===== config.mk =====
export PLATFORM = sky130hd
export DESIGN_NAME = aes_pio_handshake
export DESIGN_NICKNAME = d
export VERILOG_FILES = /design/src/rtl/aes_io_pkg.sv /design/src/rtl/pio_word_mux.sv /design/src/rtl/aes_pio_handshake.sv
export SDC_FILE = /design/constraint.sdc
export NUM_CORES = 1
export LEC_CHECK = 0
export CORE_MARGIN = 2
export CORE_UTILIZATION = 53
export CTS_CLUSTER_DIAMETER = 120
export DETAILED_ROUTE_END_ITERATION = 12
export MAX_ROUTING_LAYER = met4
export PLACE_DENSITY = 0.86
export SYNTH_ARGS = -nofsm -noshare
export SYNTH_HDL_FRONTEND = slang
export SYNTH_SLANG_ARGS = --single-unit
export TNS_END_PERCENT = 5

===== constraint.sdc =====
create_clock -name clk_clk -period 7.6 [get_ports clk_clk]
set_input_delay 1.52 -clock clk_clk [delete_from_list [all_inputs] [get_ports clk_clk]]
set_output_delay 1.52 -clock clk_clk [all_outputs]
set_load 0.01 [all_outputs]

===== src/rtl/aes_io_pkg.sv =====
// Shared definitions for the NIOS PIO <-> crypto core handshake.
//   - state_t       : handshake FSM states
//   - HW_SIG_*      : codes software drives on to_hw_sig
//   - SW_SIG_*      : codes hardware drives on to_sw_sig
//   - WORD_W, IN_WORDS, OUT_WORDS and derived index limits
package aes_io_pkg;

   localparam int WORD_W    = 32;
   localparam int IN_WORDS  = 8;
   localparam int OUT_WORDS = 4;
   localparam int BLOCK_W   = 128;

   localparam logic [2:0] RX_LAST_IDX = 3'(IN_WORDS - 1);
   localparam logic [2:0] TX_LAST_IDX = 3'(OUT_WORDS - 1);

   localparam logic [1:0] HW_SIG_IDLE   = 2'b00;
   localparam logic [1:0] HW_SIG_WR     = 2'b01;
   localparam logic [1:0] HW_SIG_RD_ACK = 2'b10;
   localparam logic [1:0] HW_SIG_ABORT  = 2'b11;

   localparam logic [1:0] SW_SIG_READY  = 2'b00;
   localparam logic [1:0] SW_SIG_WR_ACK = 2'b01;
   localparam logic [1:0] SW_SIG_DVALID = 2'b10;
   localparam logic [1:0] SW_SIG_BUSY   = 2'b11;

   typedef enum logic [2:0] {
      ST_RX_WAIT    = 3'd0,
      ST_RX_ACK     = 3'd1,
      ST_START      = 3'd2,
      ST_WAIT_CORE  = 3'd3,
      ST_TX_PRESENT = 3'd4,
      ST_TX_DROP    = 3'd5
   } state_t;

endpackage


===== src/rtl/pio_word_mux.sv =====
// Picks one 32-bit word out of a 128-bit block; word 0 is the most
// significant slice, matching the order software sends/receives words.
//   vec  : 128-bit source block
//   sel  : word index 0..3
//   word : selected 32-bit slice (combinational)
module pio_word_mux
   import aes_io_pkg::*;
(
   input  logic [BLOCK_W-1:0] vec,
   input  logic [1:0]         sel,
   output logic [WORD_W-1:0]  word
);

   // Word select, MSW first.
   always_comb begin
      word = vec[127:96];
      case (sel)
         2'd0:    word = vec[127:96];
         2'd1:    word = vec[95:64];
         2'd2:    word = vec[63:32];
         2'd3:    word = vec[31:0];
         default: word = vec[127:96];
      endcase
   end

endmodule


===== src/rtl/aes_pio_handshake.sv =====
// Hardware end of the NIOS PIO link. Collects 4 key words and 4 message
// words over a four-phase handshake, pulses the crypto core, waits for its
// 128-bit result and hands it back to software as 4 words.
//   clk_clk, reset_reset_n : clock, synchronous active-low reset
//   hw_sig_i, hw_data_i    : software -> hardware handshake code and data
//   sw_sig_o, sw_data_o    : hardware -> software handshake code and data
//   key_o, msg_o           : assembled key/message presented to the core
//   core_start_o           : one-cycle start pulse
//   core_done_i            : result valid, honoured only while waiting for it
//   core_result_i          : 128-bit core result
module aes_pio_handshake
   import aes_io_pkg::*;
(
   input  logic               clk_clk,
   input  logic               reset_reset_n,
   input  logic [1:0]         hw_sig_i,
   input  logic [WORD_W-1:0]  hw_data_i,
   output logic [1:0]         sw_sig_o,
   output logic [WORD_W-1:0]  sw_data_o,
   output logic [BLOCK_W-1:0] key_o,
   output logic [BLOCK_W-1:0] msg_o,
   output logic               core_start_o,
   input  logic               core_done_i,
   input  logic [BLOCK_W-1:0] core_result_i
);

   state_t             state_r;
   logic [2:0]         idx_r;
   logic [BLOCK_W-1:0] key_r;
   logic [BLOCK_W-1:0] msg_r;
   logic [BLOCK_W-1:0] result_r;
   logic [1:0]         sw_sig_r;
   logic [WORD_W-1:0]  sw_data_r;
   logic               core_start_r;

   logic [1:0]         slot_s;
   logic [BLOCK_W-1:0] mux_vec_s;
   logic [1:0]         mux_sel_s;
   logic [WORD_W-1:0]  mux_word_s;

   // Word 0 lands in the top slice, so the bit slot is the inverted index.
   assign slot_s = ~idx_r[1:0];

   // sw_data_o must be valid on the same cycle DVALID appears, so the mux
   // looks one word ahead: the live core result while waiting for it, the
   // next stored word while the current one is being dropped.
   always_comb begin
      mux_vec_s = result_r;
      mux_sel_s = idx_r[1:0] + 2'd1;
      if (state_r == ST_WAIT_CORE) begin
         mux_vec_s = core_result_i;
         mux_sel_s = 2'd0;
      end else begin
         mux_vec_s = result_r;
         mux_sel_s = idx_r[1:0] + 2'd1;
      end
   end

   pio_word_mux u_word_mux (
      .vec  (mux_vec_s),
      .sel  (mux_sel_s),
      .word (mux_word_s)
   );

   // Handshake FSM with index counter, data registers and registered outputs.
   always_ff @(posedge clk_clk) begin
      if (!reset_reset_n) begin
         state_r      <= ST_RX_WAIT;
         idx_r        <= 3'd0;
         key_r        <= {BLOCK_W{1'b0}};
         msg_r        <= {BLOCK_W{1'b0}};
         result_r     <= {BLOCK_W{1'b0}};
         sw_sig_r     <= SW_SIG_READY;
         sw_data_r    <= {WORD_W{1'b0}};
         core_start_r <= 1'b0;
      end else begin
         core_start_r <= 1'b0;
         if (hw_sig_i == HW_SIG_ABORT) begin
            // Abort wins over everything; partial key/msg are left as-is.
            state_r   <= ST_RX_WAIT;
            idx_r     <= 3'd0;
            sw_sig_r  <= SW_SIG_READY;
            sw_data_r <= {WORD_W{1'b0}};
         end else begin
            case (state_r)
               ST_RX_WAIT: begin
                  if (hw_sig_i == HW_SIG_WR) begin
                     if (idx_r[2] == 1'b0) begin
                        key_r[{slot_s, 5'd0} +: WORD_W] <= hw_data_i;
                     end else begin
                        msg_r[{slot_s, 5'd0} +: WORD_W] <= hw_data_i;
                     end
                     state_r  <= ST_RX_ACK;
                     sw_sig_r <= SW_SIG_WR_ACK;
                  end
               end
               ST_RX_ACK: begin
                  if (hw_sig_i == HW_SIG_IDLE) begin
                     if (idx_r == RX_LAST_IDX) begin
                        idx_r        <= 3'd0;
                        state_r      <= ST_START;
                        sw_sig_r     <= SW_SIG_BUSY;
                        core_start_r <= 1'b1;
                     end else begin
                        idx_r    <= idx_r + 3'd1;
                        state_r  <= ST_RX_WAIT;
                        sw_sig_r <= SW_SIG_READY;
                     end
                  end
               end
               ST_START: begin
                  state_r <= ST_WAIT_CORE;
               end
               ST_WAIT_CORE: begin
                  if (core_done_i) begin
                     result_r  <= core_result_i;
                     idx_r     <= 3'd0;
                     sw_data_r <= mux_word_s;
                     sw_sig_r  <= SW_SIG_DVALID;
                     state_r   <= ST_TX_PRESENT;
                  end
               end
               ST_TX_PRESENT: begin
                  if (hw_sig_i == HW_SIG_RD_ACK) begin
                     sw_sig_r <= SW_SIG_READY;
                     state_r  <= ST_TX_DROP;
                  end
               end
               ST_TX_DROP: begin
                  if (hw_sig_i == HW_SIG_IDLE) begin
                     if (idx_r == TX_LAST_IDX) begin
                        idx_r     <= 3'd0;
                        sw_data_r <= {WORD_W{1'b0}};
                        state_r   <= ST_RX_WAIT;
                     end else begin
                        idx_r     <= idx_r + 3'd1;
                        sw_data_r <= mux_word_s;
                        sw_sig_r  <= SW_SIG_DVALID;
                        state_r   <= ST_TX_PRESENT;
                     end
                  end
               end
               default: begin
                  state_r   <= ST_RX_WAIT;
                  idx_r     <= 3'd0;
                  sw_sig_r  <= SW_SIG_READY;
                  sw_data_r <= {WORD_W{1'b0}};
               end
            endcase
         end
      end
   end

   assign sw_sig_o     = sw_sig_r;
   assign sw_data_o    = sw_data_r;
   assign key_o        = key_r;
   assign msg_o        = msg_r;
   assign core_start_o = core_start_r;

endmodule

==> summary.md <==
The power density normalized to cell area was 199 nW/µm²; the global-route met1 utilization was 38.3%. The H-tree was split into 2 levels. Setup repair after global routing left no endpoint under its margin. The net load switching power was 1020 µW. TritonCTS built the clock tree. The run gives 0 ns as the final-layout setup total negative slack.

The switching fraction of total power works out to 22.1%. In this run the clock root is driven by a clkbuf_16. During placement, the flow inserted port buffers numbering 455.

After detailed routing, the number of vias per cell comes to 5.58. For this configuration, the core starts out at a cell density of 53.5%. The number of cell rows came out at 66. The congestion estimate from routability-driven global placement came to 0.876.

Fraction of final layout cells with drive strength greater than 1: 6.67%. For the detailed-route DRC error count, the log shows 0. After synthesis the netlist holds a flip-flop and latch count of 425. At the worst endpoint, the required time is 7.99 ns.

Synthesis handed over a netlist of 2169 instances. The die covers 34200 µm². Worst min-delay path startpoint: msg_o[25]$_SDFFE_PN0P_.

For the final database, setup skew stands at 0.0124 ns. Global routing consumed, over all layers together, 34.1% of the routing resources. The Yosys step of the flow raised 0 warnings. Entering global routing, the biggest net connects 199 pins.

The boundary pin count is 456. VDD sags by at most 0.000172 V. The run gives 32400 µm² as the area of the core. The die is 185 µm tall. STA classifies the critical path endpoint as a flop. Counting every sink on the clock net gives 425. For the internal portion of total power, the log shows 3610 µW. The number of max-capacitance violations reported is 0. The HPWL after detailed placement is 40100 µm.

The min-delay analysis places its worst path in the category reg2reg. Before antenna repair, the detailed router went through 6 iterations. The average instance area after synthesis was 7.99 µm². Of the total power, combinational logic draws 6.1%. The number of nets in the synthesized netlist is 2342.

Of all flip-flops after synthesis, the portion carrying an async set or reset was 0%. The global-route congestion overflow total was 0. The run finished with clean final reports.

The sequential share of power was 48.8%. met2 is the most crowded layer. The overall via count from detail_route is 16.7k.

The startpoint identified for the worst register-to-register timing path is state_r[1]$_SDFFE_PP0P_. The tools report the origin of the worst setup path as hw_sig_i[0]. Counting flops with a built-in enable in the synthesized netlist gives 0.

The number of gates resized after CTS was 0. The wire length per cell was 19.5 µm; the share of the yosys chip area belonging to registers was 49.1%. The logs give 0 for the max-slew violation total from the final report and 0 for the remaining antenna violation count. The tools report the post-placement setup slack as 2.94 ns.

Setup slack closes at 3.52 ns. For the finished layout, the period the worst path requires is 4.08 ns. The logs give 2453 for the number of inserted filler cells in the final layout and 45.2% for the proportion of power drawn by the clock network.

The highest fanout seen on the critical path was 38; the horizontal die dimension was 185 µm. The global-route met3 utilization is 9.44%. The tools report the number of buffers on the longest clock path as 3. After clock tree synthesis, the flow added hold-fix buffers numbering 0. In this run the cell area of the synthesized design comes to 17300 µm².

For the worst-skew pair, the clock arrives at the later sink with an insertion delay of 0.53 ns. After clock tree synthesis, the clock-pin slew on the worst setup and hold paths is 0.06 ns. The number of different library cells used by synthesis comes to 47.

The type of the setup path with the least slack is in2reg. The initial antenna violation count is 5, and the number of global-route vias before repair is 15.7k. The area added between synthesis and finish is 34.5%, and the number of buffers added by the clock tree synthesis step is 43.

The data arrival time of the worst path was 4.47 ns. After layout, the worst path uses 53.7% of the clock period. Once layout is complete, the utilization of the core stands at 72.0%.

The analysis attributes to cell leakage a power of 0.00776 µW. In the global route stage, met2 resource usage came out at 53.6%. Static timing analysis puts the maximum clock frequency at 245 MHz. The worst setup path is launched from an input port.

For the pin with the worst max-slew slack, the measured transition is 1.16 ns. The final layout contains routed wiring with a total length of 58500 µm. The most instantiated flip-flop cell in the synthesis netlist was dfxtp_1. The net count of the finished layout is 2690.

The worst relative slew slack is 22.0%. Setup violations remaining at the end of the flow were counted as 0. For the DRC violation total after the first TritonRoute iteration, the log shows 1576.

The first global-routing pass estimated 87400 µm of wire. The run gives 0 as the final hold violation count. The run gives 0 as the buffer count from post-CTS setup fixing.
## sequential cells by signal, summed over array words and instances (netlist names)
register and cells:
key_o 128, sw_data_o 32, idx_r 3, state_r 3, result_r 128, core_start_o 1, msg_o 128, sw_sig_o 2
## per-layer routing
layer  share of wire, %  wire (µm)
met3                 11       6310
met1                 36      21000
met5                  0          0
met2                 46      26800
met4                7.5       4400
## path summary, 6_finish.rpt
| path | endpoint | slack, ns | depth (start not counted) |
|---|---|---|---|
| setup reg to reg | result_r[40]$_SDFFE_PN0P_ | 4.03 | 5 |
| hold / removal | msg_o[25]$_SDFFE_PN0P_ | 0.45 | 2 |
| hold reg to reg | msg_o[25]$_SDFFE_PN0P_ | 0.45 | 2 |
| setup / recovery | msg_o[62]$_SDFFE_PN0P_ | 3.52 | 5 |
## stage by stage
stage               std cells  power [µW]  cell area, µm²  hold slack [ns]
floorplan                2169        2420           17300            0.440
global placement         2914        2580           21900            0.434
detailed placement       2914        2580           21900            0.441
CTS                      2990        4650           23300            0.450
global route             2995        4750           23300            0.467
finish                   2997        4630           23300            0.449
## synthesized netlist by cell type (8+ instances only)
cell type  number  area (µm²)
a21boi_0      128         961
a21oi_1        38         190
buf_2          55         275
clkbuf_1      109         409
dfxtp_1       425        8510
ha_1            8         100
inv_1          10        37.5
mux2_2         32         360
mux4_2         32         721
nand2_1       840        3150
nand4_1        32         200
nor2_1        131         492
nor4_4          8         170
o21ai_0       234        1170
o21ai_1        26         130
## cell families after synthesis
group	count (synthesis)	share of synthesized area (%)
mux	67	6.41
simple gates	1045	24.5
flops	425	49.1
buf+inv	185	4.51
fa+ha+maj	8	0.578
compound gates	439	14.9
## cell type report
cell class	count	area [µm²]	area share, %
tap	442	553	2.37
timing repair buffer	477	4740	20.3
multi-input combinational	1559	8060	34.6
antenna	7	17.5	0.0752
clock inverter	11	113	0.483
inverter	11	41.3	0.177
sequential	425	8510	36.5
clock buffer	65	1280	5.50
## critical path, stage by stage
cell and delay, ns:
clkdlybuf4s50_1 0.63, or3b_1 0.70, nor4_4 0.96, buf_4 0.48, o21ai_0 0.16
## cells in the final DEF, fill, tap and decap left out, types with 4 or more instances in the layout
| cell | count |
|---|---|
| o21ai_1 | 26 |
| clkbuf_1 | 12 |
| clkdlybuf4s50_1 | 454 |
| o21ai_0 | 234 |
| mux4_2 | 32 |
| nand4_1 | 32 |
| nor4_4 | 8 |
| clkbuf_16 | 45 |
| a21boi_0 | 128 |
| mux2_2 | 32 |
| diode_2 | 7 |
| clkinv_2 | 6 |
| nor2_1 | 131 |
| buf_4 | 21 |
| inv_1 | 10 |
| nand3_1 | 4 |
| ha_1 | 8 |
| clkbuf_8 | 8 |
| dfxtp_1 | 424 |
| nor3b_1 | 6 |
| nand2_1 | 840 |
| a21oi_1 | 38 |
## power groups by stage
| stage | clock network, µW | registers [µW] | logic (µW) |
|---|---|---|---|
| finish | 2090 | 2260 | 281 |
| global route | 2190 | 2260 | 296 |
| CTS | 2110 | 2260 | 276 |
| detailed placement | 0 | 2310 | 274 |
| global placement | 0 | 2310 | 272 |
| floorplan | 0 | 2310 | 116 |
Note: power is estimated with default switching activity, not from simulation.
